`config.mk`:
```
export PLATFORM = sky130hd
export DESIGN_NAME = seg7_decoder_monitor
export DESIGN_NICKNAME = d
export VERILOG_FILES = /design/src/rtl/seg7_decoder_monitor.sv
export SDC_FILE = /design/constraint.sdc
export NUM_CORES = 1
export LEC_CHECK = 0
export ABC_CLOCK_PERIOD_IN_PS = 3300
export CORE_MARGIN = 3
export CORE_UTILIZATION = 50
export DETAILED_ROUTE_END_ITERATION = 7
export PLACE_DENSITY_LB_ADDON = 0.08
export SYNTH_ARGS = -nofsm -noshare
export SYNTH_HDL_FRONTEND = slang
export SYNTH_SLANG_ARGS = --single-unit
export TNS_END_PERCENT = 10
```
`constraint.sdc`:
```
create_clock -name clk -period 3.3 [get_ports clk]
set_input_delay 0.99 -clock clk [delete_from_list [all_inputs] [get_ports clk]]
set_output_delay 0.99 -clock clk [all_outputs]
set_load 0.01 [all_outputs]
```
`src/rtl/seg7_decoder_monitor.sv`:
```
// seg7_decoder_monitor
// Receive-side monitor for a 7-segment display bus. It does four things:
//   - deglitches seg_in,
//   - decodes each accepted pattern back to a BCD digit,
//   - flags accepted patterns that are not a canonical digit,
//   - optionally checks the digit sequence (count direction, step count,
//     skipped digits).
//
// Configuration macro: SEG7_SEQ_CHECK_EN
//   defined   : the sequence checker is built.
//   undefined : dir_up, dir_known, seq_err and step_count are tied to 0.
//
// Deglitch rule:
//   - A pattern is accepted on the edge where it has been sampled for the
//     STABLE_CYCLES-th consecutive time.
//   - It is accepted only if nothing has been accepted since reset, or if it
//     differs from the last accepted pattern.
//   - The run counter saturates, so a pattern that stays on the bus never
//     fires again.

module seg7_decoder_monitor #(
    parameter int STABLE_CYCLES = 4
) (
    input  logic       clk,
    input  logic       rst_n,
    input  logic [6:0] seg_in,
    output logic [3:0] digit,
    output logic       digit_stb,
    output logic       pattern_err,
    output logic       dir_up,
    output logic       dir_known,
    output logic [7:0] step_count,
    output logic       seq_err
);

    localparam logic [3:0] STABLE_MAX = 4'(STABLE_CYCLES);

    // Deglitch state
    logic [6:0] cand;
    logic [3:0] cnt;
    logic [6:0] last_pat;
    logic       have_pat;

    // Combinational results for the current edge
    logic       cand_match;
    logic [3:0] cnt_next;
    logic       accept;
    logic       dec_valid;
    logic [3:0] dec_digit;
    logic       acc_valid;

    // Map a g..a pattern to {valid, digit}; anything non-canonical is invalid.
    function automatic logic [4:0] decode_seg(input logic [6:0] pat);
        logic [4:0] r;
        r = 5'b0_0000;
        case (pat)
            7'h3F: r = 5'b1_0000;
            7'h06: r = 5'b1_0001;
            7'h5B: r = 5'b1_0010;
            7'h4F: r = 5'b1_0011;
            7'h66: r = 5'b1_0100;
            7'h6D: r = 5'b1_0101;
            7'h7D: r = 5'b1_0110;
            7'h07: r = 5'b1_0111;
            7'h7F: r = 5'b1_1000;
            7'h6F: r = 5'b1_1001;
            default: r = 5'b0_0000;
        endcase
        return r;
    endfunction

    // Next run length, acceptance decision and decode of the sampled pattern.
    // The candidate after this edge is always seg_in, so the accepted pattern
    // is seg_in itself.
    always_comb begin
        cand_match = (seg_in == cand);
        cnt_next   = 4'd1;
        if (cand_match) begin
            cnt_next = (cnt == STABLE_MAX) ? cnt : 4'(cnt + 4'd1);
        end
        accept = (cnt_next == STABLE_MAX)
               && !(cand_match && (cnt == STABLE_MAX))
               && (!have_pat || (seg_in != last_pat));
        {dec_valid, dec_digit} = decode_seg(seg_in);
        acc_valid = accept && dec_valid;
    end

    // Candidate tracking and memory of the last accepted pattern.
    always_ff @(posedge clk) begin
        if (!rst_n) begin
            cand     <= 7'h00;
            cnt      <= 4'd0;
            last_pat <= 7'h00;
            have_pat <= 1'b0;
        end else begin
            cand <= seg_in;
            cnt  <= cnt_next;
            if (accept) begin
                last_pat <= seg_in;
                have_pat <= 1'b1;
            end
        end
    end

    // Decoded digit plus one-cycle strobe / error pulses on acceptance.
    // An invalid pattern leaves digit unchanged.
    always_ff @(posedge clk) begin
        if (!rst_n) begin
            digit       <= 4'd0;
            digit_stb   <= 1'b0;
            pattern_err <= 1'b0;
        end else begin
            digit_stb   <= acc_valid;
            pattern_err <= accept && !dec_valid;
            if (acc_valid) begin
                digit <= dec_digit;
            end
        end
    end

`ifdef SEG7_SEQ_CHECK_EN
    logic [3:0] prev_digit;
    logic       have_prev;
    logic [3:0] up_digit;
    logic [3:0] dn_digit;

    // Neighbours of the previous digit, with 9<->0 wrap.
    always_comb begin
        up_digit = (prev_digit == 4'd9) ? 4'd0 : 4'(prev_digit + 4'd1);
        dn_digit = (prev_digit == 4'd0) ? 4'd9 : 4'(prev_digit - 4'd1);
    end

    // Classify each new valid digit against the previous one.
    // The first digit after reset only seeds prev_digit.
    // A repeated digit is neither a step nor an error.
    always_ff @(posedge clk) begin
        if (!rst_n) begin
            prev_digit <= 4'd0;
            have_prev  <= 1'b0;
            dir_up     <= 1'b0;
            dir_known  <= 1'b0;
            step_count <= 8'd0;
            seq_err    <= 1'b0;
        end else begin
            seq_err <= 1'b0;
            if (acc_valid) begin
                prev_digit <= dec_digit;
                have_prev  <= 1'b1;
                if (have_prev) begin
                    if (dec_digit == up_digit) begin
                        dir_up     <= 1'b1;
                        dir_known  <= 1'b1;
                        step_count <= step_count + 8'd1;
                    end else if (dec_digit == dn_digit) begin
                        dir_up     <= 1'b0;
                        dir_known  <= 1'b1;
                        step_count <= step_count + 8'd1;
                    end else if (dec_digit != prev_digit) begin
                        seq_err <= 1'b1;
                    end
                end
            end
        end
    end
`else
    assign dir_up     = 1'b0;
    assign dir_known  = 1'b0;
    assign step_count = 8'd0;
    assign seq_err    = 1'b0;
`endif

endmodule

```
[After elaboration in Yosys (flattened, before gate mapping)]
Cells that the tools add are included.
Word-level totals
  flip-flop bits (word level): 25
  input port bits: 9
  output and inout port bits: 17
  logic and storage cells: 34
Operators by class
  add/sub/neg operators: 1
  eq/ne operators: 14
  muxes and demuxes: 3
  reductions and logical operators: 9
Operators by type and width (number)
  5-bit one-hot mux with 10 select lines: 1
  7-bit equality test (second input constant): 7
  7-bit by 3-bit equality test with 1-bit output (second input constant): 2
  4-bit by 3-bit equality test with 1-bit output (second input constant): 2
  4-bit 2-to-1 mux: 2
  7-bit by 6-bit equality test with 1-bit output (second input constant): 1
  7-bit equality test: 1
  7-bit != test: 1
  1-bit logical AND: 5
  4-bit by 1-bit adder with 4-bit output (second input constant): 1
  1-bit zero test: 3
  1-bit logical OR: 1

[Longest topological paths before layout]
Gate-level depths: netlist of the first run.
  word-level depth: 7
  mapped depth: 8

[Worst setup path after synthesis of the first run]
Ideal clock, no wire load.
  path kind: input to register
  start point: input seg_in[3]
  end point: register digit[2]
  data arrival time: 2.508 ns
  required time: 3.185 ns
  slack: 0.678 ns
  stages on the path: 7
  buffers on the path: 2
  path through: buf_4 -> xnor2_2 -> nand4_1 -> or3_4 -> buf_6 -> o41a_1 -> o21a_1
On the way
  longest elaborated chain between the ends: 6
Ends and longest elaborated chain
  from (decl): line 26  | input logic [6:0] seg_in,
  7-bit equality test: line 76  | cand_match = (seg_in == cand);
  4-bit 2-to-1 mux / 1-bit logical AND (equally long branches): line 78, 82
  4-bit by 3-bit equality test with 1-bit output / 1-bit zero test (equally long branches): line 81, 82
  1-bit logical AND: line 82  | && !(cand_match && (cnt == STABLE_MAX))
  1-bit logical AND: line 83  | && (!have_pat || (seg_in != last_pat));
  1-bit logical AND: line 85  | acc_valid = accept && dec_valid;
  to (signal assigned): line 116  | digit <= dec_digit;
  to (decl): line 27  | output logic [3:0] digit,
Several ways; a longest one is shown, not always the timed one.
A chain may end at the register's enable or synchronous reset.

[Final worst setup path of the first run]
  start point: input seg_in[0]
  end point: register digit[1]
The elaborated chain is that of the path after synthesis.

==> results of run 1 <==
==> per-stage QoR <==
step           power (mW)  hold slack, ns
2_1_floorplan       0.382           0.458
3_3_place_gp        0.392           0.443
3_5_place_dp        0.393           0.449
4_1_cts             0.528           0.474
5_1_grt             0.557           0.502
6_report            0.522           0.467
==> cells in the mapped netlist, drive strengths merged, types with 6 or more instances <==
| master | count | area (sq um) |
|---|---|---|
| nand2 | 8 | 30.0 |
| nand4 | 6 | 37.5 |
| nand3 | 10 | 50.1 |
| xnor2 | 17 | 156 |
| o21ai | 9 | 45.0 |
| nor2 | 12 | 45.0 |
| dfxtp | 25 | 500 |
| a21oi | 9 | 45.0 |
| and2 | 6 | 37.5 |
| buf | 19 | 163 |
==> per-layer routing <==
metal	GRT usage	vias up	routed length (um)	part of all wire
li1	-	587	-	-
met1	0.247	550	1410	0.47
met2	0.309	20	1450	0.49
met3	0.0194	2	95	0.032
met4	0.0411	0	17	0.0057
met5	0	-	0	0
==> critical path: cells and delay by family <==
kind            cells  cell delay (ns)
compound gates      3             0.91
simple gates        1             0.38
buf+inv             1             0.62
mux                 1             0.23
==> worst min path at each step <==
stage	start	end	slack, ns	depth (start not counted)
global placement	digit[3]	digit[3]	0.44	2
finish	digit[3]	digit[3]	0.47	2
floorplan	have_pat	have_pat	0.46	2
CTS	digit[3]	digit[3]	0.47	2
global route	digit[3]	digit[3]	0.50	2
detailed placement	digit[0]	digit[0]	0.45	2
==> cell families after synthesis <==
logic type / Yosys count
AOI/OAI and AO/OA: 27
xor gates and xnor gates: 17
adders and majority gates: 2
buffers and inverters: 27
DFF: 25
muxes: 4
other: 1
and+or+nand+nor: 65
==> registers in the layout, summed over array words and instances, names as in the netlist <==
signal	cells
last_pat	7
cnt	4
have_pat	1
cand	7
digit	4
pattern_err	1
digit_stb	1
==> where the power goes <==
group	internal, mW	total, mW	switching [mW]	leakage (nW)
clock	0.0471	0.134	0.0873	0.0150
combinational	0.0353	0.0777	0.0424	0.347
sequential	0.307	0.310	0.00277	0.204
==> layout make-up <==
cell class	count	area share
flip-flops and latches	25	0.311
repair buffers	24	0.134
clock buffers	4	0.0163
inverters	4	0.00933
well taps	31	0.0241
multi-input cells	126	0.505
==> impl_metrics.toml, run 1 <==
[grt]
grt_max_degree = 17
track_usage = 0.182
grt_overflow = 0
grt_antenna_before_repair = 0
grt_pass1_vias = 1059
grt_pass1_wl_um = 5000

[detailed_routing]
vias_per_cell = 5.42
wl_um = 2970
initialDrtViolationCount = 28
vias = 1159
antenna_left = 0
wl_per_cell_um = 13.9
drt_pre_antenna_iters = 4
drc = 0

[setup_path]
rr_endpoint = "digit[1]"
worst_path_max_delay_cell = "clkdlybuf4s50_1"
worstSetupPathType = "in -> reg"
cp_data_arrival_time_ns = 3.13
crit_path_end_kind = "flop"
path_cells = "clkdlybuf4s50_1 -> or3b_1 -> o21ai_0 -> a41oi_1 -> a2111oi_4 -> mux2i_1"
crit_path_start = "seg_in[0]"
r2r-start = "cnt[0]"
cp_max_fo = 8
reg2reg_setup_slack_ns = 1.04
worst_r2r_path_depth = 7
start_kind = "input pin"
critPathCapture = "digit[1]"
max_stage_delay_ns = 0.62
required_ns = 3.55

[synth]
synth_edf_count = 0
async_flop_share = 0
ys.flop_type = "dfxtp_1"
postSynthAreaPerCell_sq_um = 8.74
yosys.area_share.simple = 0.250
synthMuxAreaShare = 0.0273
synth_seq_cells = 25
synth_xor_xnor_area_share = 0.106
synthAdderAreaFrac = 0.0170
ys_seq_area_frac = 0.341
synth_top_family_by_area = "simple AND/OR/NAND/NOR gates"
synth_warnings = 0
synthCells = 168
synth_compound_area_frac = 0.125
synth_area_sq_mm = 0.00147
yosysUniqueCellTypes = 38

[clocking]
hold_buffers = 0
htree_levels = 1
cts_root_buf = "clkbuf_4"
cts_resized = 0
cts_buffer_depth = 2
numCtsBuffers = 3
cts_tree = "yes"
cts_sinks = 25
post_cts_buffers = 0
path_clk_slew_ns = 0.13
clk_latency_ns = 0.31

[timing]
slew_viol_final = 0
min_period_ns = 2.88
tns_ns = 0
finalSetupViolCount = 0
finalClockSkew_ns = 0.00189
rsz0062_at_grt = "no"
post-route-period-util = 0.873
fmax_mhz = 347
setup_slack_ns = 0.420
final_hold_viol_count = 0

[placed_design]
dpl_cell_area_sq_mm = 0.00158
post-place-cells = 210
port_buffers = 14
gp_congestion = 0.823
dp_hpwl_um = 2270
dpl_worst_slack_ns = 0.133

[layout]
layout_common_cells = "25 x dfxtp_1, 16 x xnor2_1, 14 x clkdlybuf4s50_1"
postLayoutCoreUtil = 0.578
drive_above_1_share = 0.0874
final_cells = 214
multi_input_area_sq_um = 813
antenna_cells = 0
n_fill_cell = 272
area_delta_synth_final_pct = 9.54
final_common_cell = "dfxtp_1"
final_area_sq_mm = 0.00161
fin_nets = 195
area.sequential_sq_um = 500

[run]
drv_cap = 0

[pwr]
ir_worst_vdd_uv = 207
p_leak_nw = 0.565
p_per_area_mw_per_mm2 = 324

[floorplan]
dieWidth_um = 60.2
start_util = 0.528
io_pins = 26
row_count = 19
core-area_sq_mm = 0.00278
dieArea_sq_mm = 0.00362
dieHeight_um = 60.2

[hold_path]
hp-class = "reg -> reg"

[outcome]
outcome = "complete, no violations"
Note: power is estimated with default switching activity, not from simulation.
==> inputs of run 2 (changes only) <==
--- a/config.mk
+++ b/config.mk
@@ -5,6 +5,7 @@
 export SDC_FILE = /design/constraint.sdc
 export NUM_CORES = 1
 export LEC_CHECK = 0
+export ABC_AREA = 1
 export ABC_CLOCK_PERIOD_IN_PS = 3300
 export CORE_MARGIN = 3
 export CORE_UTILIZATION = 50
==> run 2 against run 1 <==
  * Highest routed layer unchanged
  * Flip-flop and latch count unchanged
  * Routed wire length decreased by 3.5%
  * Combinational power down 11%
==> impl_metrics.toml, run 2 <==
[outcome]
outcome = "complete, no violations"

[detailed_routing]
drc = 0
wl_per_cell_um = 10.9
vias_per_cell = 4.84
initialDrtViolationCount = 38
antenna_left = 0
vias = 1274
drt_pre_antenna_iters = 4
wl_um = 2860

[timing]
tns_ns = 0
post-route-period-util = 0.800
final_hold_viol_count = 0
rsz0062_at_grt = "no"
fmax_mhz = 379
slew_viol_final = 0
min_period_ns = 2.64
finalSetupViolCount = 0
finalClockSkew_ns = 0.00198

[setup_path]
cp_max_fo = 12
path_cells = "clkdlybuf4s50_1 -> inv_4 -> nand2_1 -> nand2_1 -> nor2_2 -> nand2_2 -> nor2_4 -> nand3_2 -> nor2_4 -> inv_1 -> nor2_1 -> nor2_1"
worst_path_max_delay_cell = "clkdlybuf4s50_1"
max_stage_delay_ns = 0.65
start_kind = "input pin"
required_ns = 3.53
cp_data_arrival_time_ns = 2.87
rr_endpoint = "last_pat[0]"
r2r-start = "cnt[0]"
worst_r2r_path_depth = 10
path_delay_family = "simple AND/OR/NAND/NOR gates"
crit_path_end_kind = "flop"
cp_num_buf_inv = 3
worstSetupPathType = "in -> reg"
reg2reg_setup_slack_ns = 1.38

[synth]
yosysMostFrequentCell = "nand2_1"
synth_seq_cells = 25
synth.area.top_cells = "dfxtp_1 35%, nand2_1 12%, nor2_1 10%, inv_1 8.4%, buf_4 7.3%"
ys.flop_type = "dfxtp_1"
synth_warnings = 0
synth_top_area_share = 0.349
synthCells = 219
async_flop_share = 0
synth_edf_count = 0
synth_top_area_cell = "dfxtp_1"
yosysUniqueCellTypes = 26
ys_seq_area_frac = 0.349
yosys-top-cells-count = "47 x nand2_1, 40 x nor2_1, 32 x inv_1, 25 x dfxtp_1, 14 x buf_4"
postSynthAreaPerCell_sq_um = 6.55
synth_area_sq_mm = 0.00143

[pwr]
p_leak_nw = 0.786
p_per_area_mw_per_mm2 = 331
ir_worst_vdd_uv = 243

[grt]
track_usage = 0.175
grt_antenna_before_repair = 0
grt_pass1_wl_um = 4820
grt_max_degree = 15
grt_pass1_vias = 1189
grt_overflow = 0

[layout]
n_fill_cell = 244
layout_common_cells = "47 x nand2_1, 40 x nor2_1, 32 x inv_1"
fin_nets = 245
drive_above_1_share = 0.0730
final_common_cell = "nand2_1"
antenna_cells = 0
area_delta_synth_final_pct = 9.51
postLayoutCoreUtil = 0.606
reg_top3 = "cand x7, last_pat x7"

[floorplan]
core-area_sq_mm = 0.00259
io_pins = 26
row_count = 18
dieWidth_um = 59.6
dieArea_sq_mm = 0.00355
dieHeight_um = 59.6
start_util = 0.554

[clocking]
htree_levels = 1
cts_buffer_depth = 2
clk_latency_ns = 0.32
post_cts_buffers = 0
cts_root_buf = "clkbuf_4"
path_clk_slew_ns = 0.14
numCtsBuffers = 3
cts_resized = 0
cts_tree = "yes"
cts_sinks = 25
hold_buffers = 0

[hold_path]
whs_path_depth = 2
min_from = "have_pat"
min_to = "have_pat"
hp-class = "reg -> reg"

[run]
drv_cap = 0

[placed_design]
dp_hpwl_um = 2200
port_buffers = 14
gp_congestion = 0.956
## run 2: changes by cell type in the layout (fill, tap and decap cells not counted), sizes merged, moves of 6 or more
cell   change
inv       +31
xnor2     -14
nor2      +31
nand2     +40
and2       -6
buf        -6
## run 2: worst max path at each step
stage               startpoint           to  slack, ns  cells after the start
finish               seg_in[4]  last_pat[0]       0.66                     12
global route         seg_in[4]  last_pat[4]       0.53                     12
CTS                  seg_in[4]  last_pat[0]       0.67                     12
detailed placement   seg_in[4]  last_pat[0]       0.32                     12
global placement     seg_in[4]  last_pat[0]       0.35                     12
floorplan            seg_in[5]  last_pat[0]       1.16                     11
## run 2: layout make-up
class | instances | area [sq um] | area share
multi-input combinational | 151 | 701 | 0.446
timing repair buffer | 18 | 170 | 0.108
clock buffer | 3 | 22.5 | 0.0143
sequential | 25 | 500 | 0.319
inverter | 35 | 134 | 0.0853
tap | 30 | 37.5 | 0.0239
clock inverter | 1 | 5.00 | 0.00319
## run 2: metrics by stage
step	cells	hold WS, ns	setup WS, ns	cell area [sq um]	total power [mW]
2_1_floorplan	229	0.433	1.16	1470	0.375
3_3_place_gp	259	0.469	0.355	1540	0.384
3_5_place_dp	259	0.475	0.325	1540	0.385
4_1_cts	263	0.496	0.673	1570	0.523
5_1_grt	263	0.521	0.525	1570	0.546
6_report	263	0.494	0.661	1570	0.519
## run 2: worst min-delay path: stages, from the launching register on
cell	delay (ns)
dfxtp_1	0.32
inv_1	0.08
a21oi_1	0.07
## run 2: where the power goes
group | internal (mW) | switching, mW | total, mW
registers | 0.307 | 0.00306 | 0.310
clock network | 0.0454 | 0.0940 | 0.139
logic | 0.0253 | 0.0441 | 0.0695
## run 2: layer usage
layer	wire (um)	share of wire	GRT usage
met1	1300	0.45	0.220
met2	1380	0.48	0.296
met3	167	0.058	0.0240
met4	24	0.0084	0.0791
met5	0	0	0
## run 2: logic make-up (layout without fill, tap and decap cells)
kind of cell / count (synthesis) / in the layout / share of synthesized area
AOI/OAI and AO/OA: 21 / 21 / 0.0733
xor gates and xnor gates: 6 / 6 / 0.0367
adders and majority gates: 2 / 2 / 0.0174
buffers and inverters: 53 / 57 / 0.188
DFF: 25 / 25 / 0.349
other: 1 / 11 / 0.00262
and+or+nand+nor: 111 / 111 / 0.332
==> inputs of run 3 (changes only) <==
--- a/config.mk
+++ b/config.mk
@@ -6,9 +6,9 @@
 export NUM_CORES = 1
 export LEC_CHECK = 0
 export ABC_AREA = 1
-export ABC_CLOCK_PERIOD_IN_PS = 3300
+export ABC_CLOCK_PERIOD_IN_PS = 2150
 export CORE_MARGIN = 3
-export CORE_UTILIZATION = 50
+export CORE_UTILIZATION = 46
 export DETAILED_ROUTE_END_ITERATION = 7
 export PLACE_DENSITY_LB_ADDON = 0.08
 export SYNTH_ARGS = -nofsm -noshare
==> constraint.sdc (replaced) <==
create_clock -name clk -period 2.15 [get_ports clk]
set_input_delay 0.645 -clock clk [delete_from_list [all_inputs] [get_ports clk]]
set_output_delay 0.645 -clock clk [all_outputs]
set_load 0.01 [all_outputs]
==> run 3 against run 2 <==
  * Global-route usage shrank 0.49 points
  * Final cell count grew 9.1%
  * Flip-flop and latch count is the same
  * Non-clock buffer count grew 22
  * Combinational power grew 88%
  * Clock power grew 63%
  * Worst setup slack lost 0.56 ns
  * First-iteration DRC count grew 21%
  * Register-to-register slack lost 0.98 ns
  * Die area grew 7.8%
  * Sequential share of layout area shrank 3.6 points
  * Critical path depth shrank 3
  * Critical path type unchanged
  * Largest cell class unchanged
  * Largest power group unchanged
==> impl_metrics.toml, run 3 (synthesis gave the netlist of run 2 again) <==
[setup_path]
cp_data_arrival_time_ns = 2.30
reg2reg_setup_slack_ns = 0.40
required_ns = 2.40
cp_num_buf_inv = 3
worstSetupPathType = "in -> reg"
crit_path_end_kind = "flop"
start_kind = "input pin"
cp_max_fo = 5
path_delay_family = "buffers and inverters"
worst_path_max_delay_cell = "clkdlybuf4s50_1"
max_stage_delay_ns = 0.50
path_cells = "clkdlybuf4s50_1 -> buf_4 -> nand2_1 -> buf_4 -> nor3_1 -> a21oi_1 -> nand3_1 -> a21oi_1 -> nor2_1"

[pwr]
power.share.clock = 0.271
p_leak_nw = 0.909
p_int_mw = 0.602
ir_worst_vdd_uv = 274
power_mw = 0.833
seqPwrFrac = 0.572
p_switching_mw = 0.231
p_sw_frac = 0.278
p_per_area_mw_per_mm2 = 471
combPwrFrac = 0.157

[hold_path]
hp-class = "reg -> reg"

[layout]
fin_nets = 268
reg_top3 = "cand x7, last_pat x7"
final_cells = 287
area_delta_synth_final_pct = 23.4
layout_common_cells = "47 x nand2_1, 38 x nor2_1, 30 x inv_1"
antenna_cells = 0
drive_above_1_share = 0.172
n_fill_cell = 263
final_common_cell = "nand2_1"

[grt]
track_usage = 0.170
grt_pass1_wl_um = 4850
grt_antenna_before_repair = 0
grt_overflow = 0
grt_pass1_vias = 1181
grt_max_degree = 17

[timing]
tns_ns = 0
min_period_ns = 2.05
finalSetupViolCount = 0
max_slew_margin = 0.632
post-route-period-util = 0.955
fmax_mhz = 487
fin_hold_ws_ns = 0.469
final_hold_viol_count = 0
slew_viol_final = 0
rsz0062_at_grt = "yes"
finalClockSkew_ns = 0.00782
worst_pin_slew_ns = 0.550

[detailed_routing]
initialDrtViolationCount = 46
vias = 1326
antenna_left = 0
wl_um = 2950
drc = 0
drt_pre_antenna_iters = 4
vias_per_cell = 4.62
wl_per_cell_um = 10.3

[floorplan]
dieArea_sq_mm = 0.00382
core-area_sq_mm = 0.00285
io_pins = 26
dieWidth_um = 61.8
dieHeight_um = 61.8
start_util = 0.503
row_count = 19

[clocking]
cts_root_buf = "clkbuf_4"
numCtsBuffers = 3
cts_resized = 0
cts_sinks = 25
path_clk_slew_ns = 0.15
cts_buffer_depth = 2
htree_levels = 1
clk_latency_ns = 0.34
hold_buffers = 0
post_cts_buffers = 0
cts_tree = "yes"

[run]
drv_cap = 0

[placed_design]
post-place-cells = 282
dp_hpwl_um = 2240
gp_congestion = 0.827
port_buffers = 14

[outcome]
outcome = "complete, no violations"
==> run 3: layer usage <==
metal,vias up,global-route usage,wire length [um]
met5,-,0,0
met4,0,0.0818,57
met3,7,0.0310,78
met2,24,0.269,1290
met1,579,0.224,1520
li1,716,-,-
==> run 3: worst paths after layout <==
kind / cells past startpoint / startpoint / endpoint
setup / recovery: 9 / seg_in[3] / digit[0]
hold / removal: 2 / have_pat / have_pat
setup reg to reg: 11 / cnt[0] / digit[2]
hold reg to reg: 2 / have_pat / have_pat
==> run 3: through the flow <==
stage / setup slack (ns) / util / area (sq um)
final: 0.0962 / 0.620 / 1770
after global routing: -0.0291 / 0.620 / 1770
after CTS: 0.0943 / 0.614 / 1750
after detailed placement: -0.267 / 0.604 / 1720
after global placement: -0.243 / 0.604 / 1720
after floorplan: 0.357 / - / 1470
==> run 3: cell type report <==
| class | count | area, sq um | share of cell area |
|---|---|---|---|
| clock buffer | 3 | 22.5 | 0.0127 |
| multi-input combinational | 152 | 716 | 0.405 |
| sequential | 25 | 500 | 0.283 |
| clock inverter | 1 | 7.51 | 0.00424 |
| tap | 31 | 38.8 | 0.0219 |
| inverter | 35 | 134 | 0.0757 |
| timing repair buffer | 40 | 350 | 0.198 |
==> run 3: power groups by stage <==
stage               Sequential, mW  Combinational, mW  Clock, mW
floorplan                    0.485             0.0903          0
global placement             0.486              0.127          0
detailed placement           0.486              0.128          0
CTS                          0.476              0.129      0.238
global route                 0.478              0.148      0.260
finish                       0.476              0.131      0.226
==> run 3: tightest hold or removal path, delay by kind of cell (launching register included) <==
| family | cells | cell delay [ns] |
|---|---|---|
| flops | 1 | 0.32 |
| compound gates | 1 | 0.06 |
| buf+inv | 1 | 0.06 |
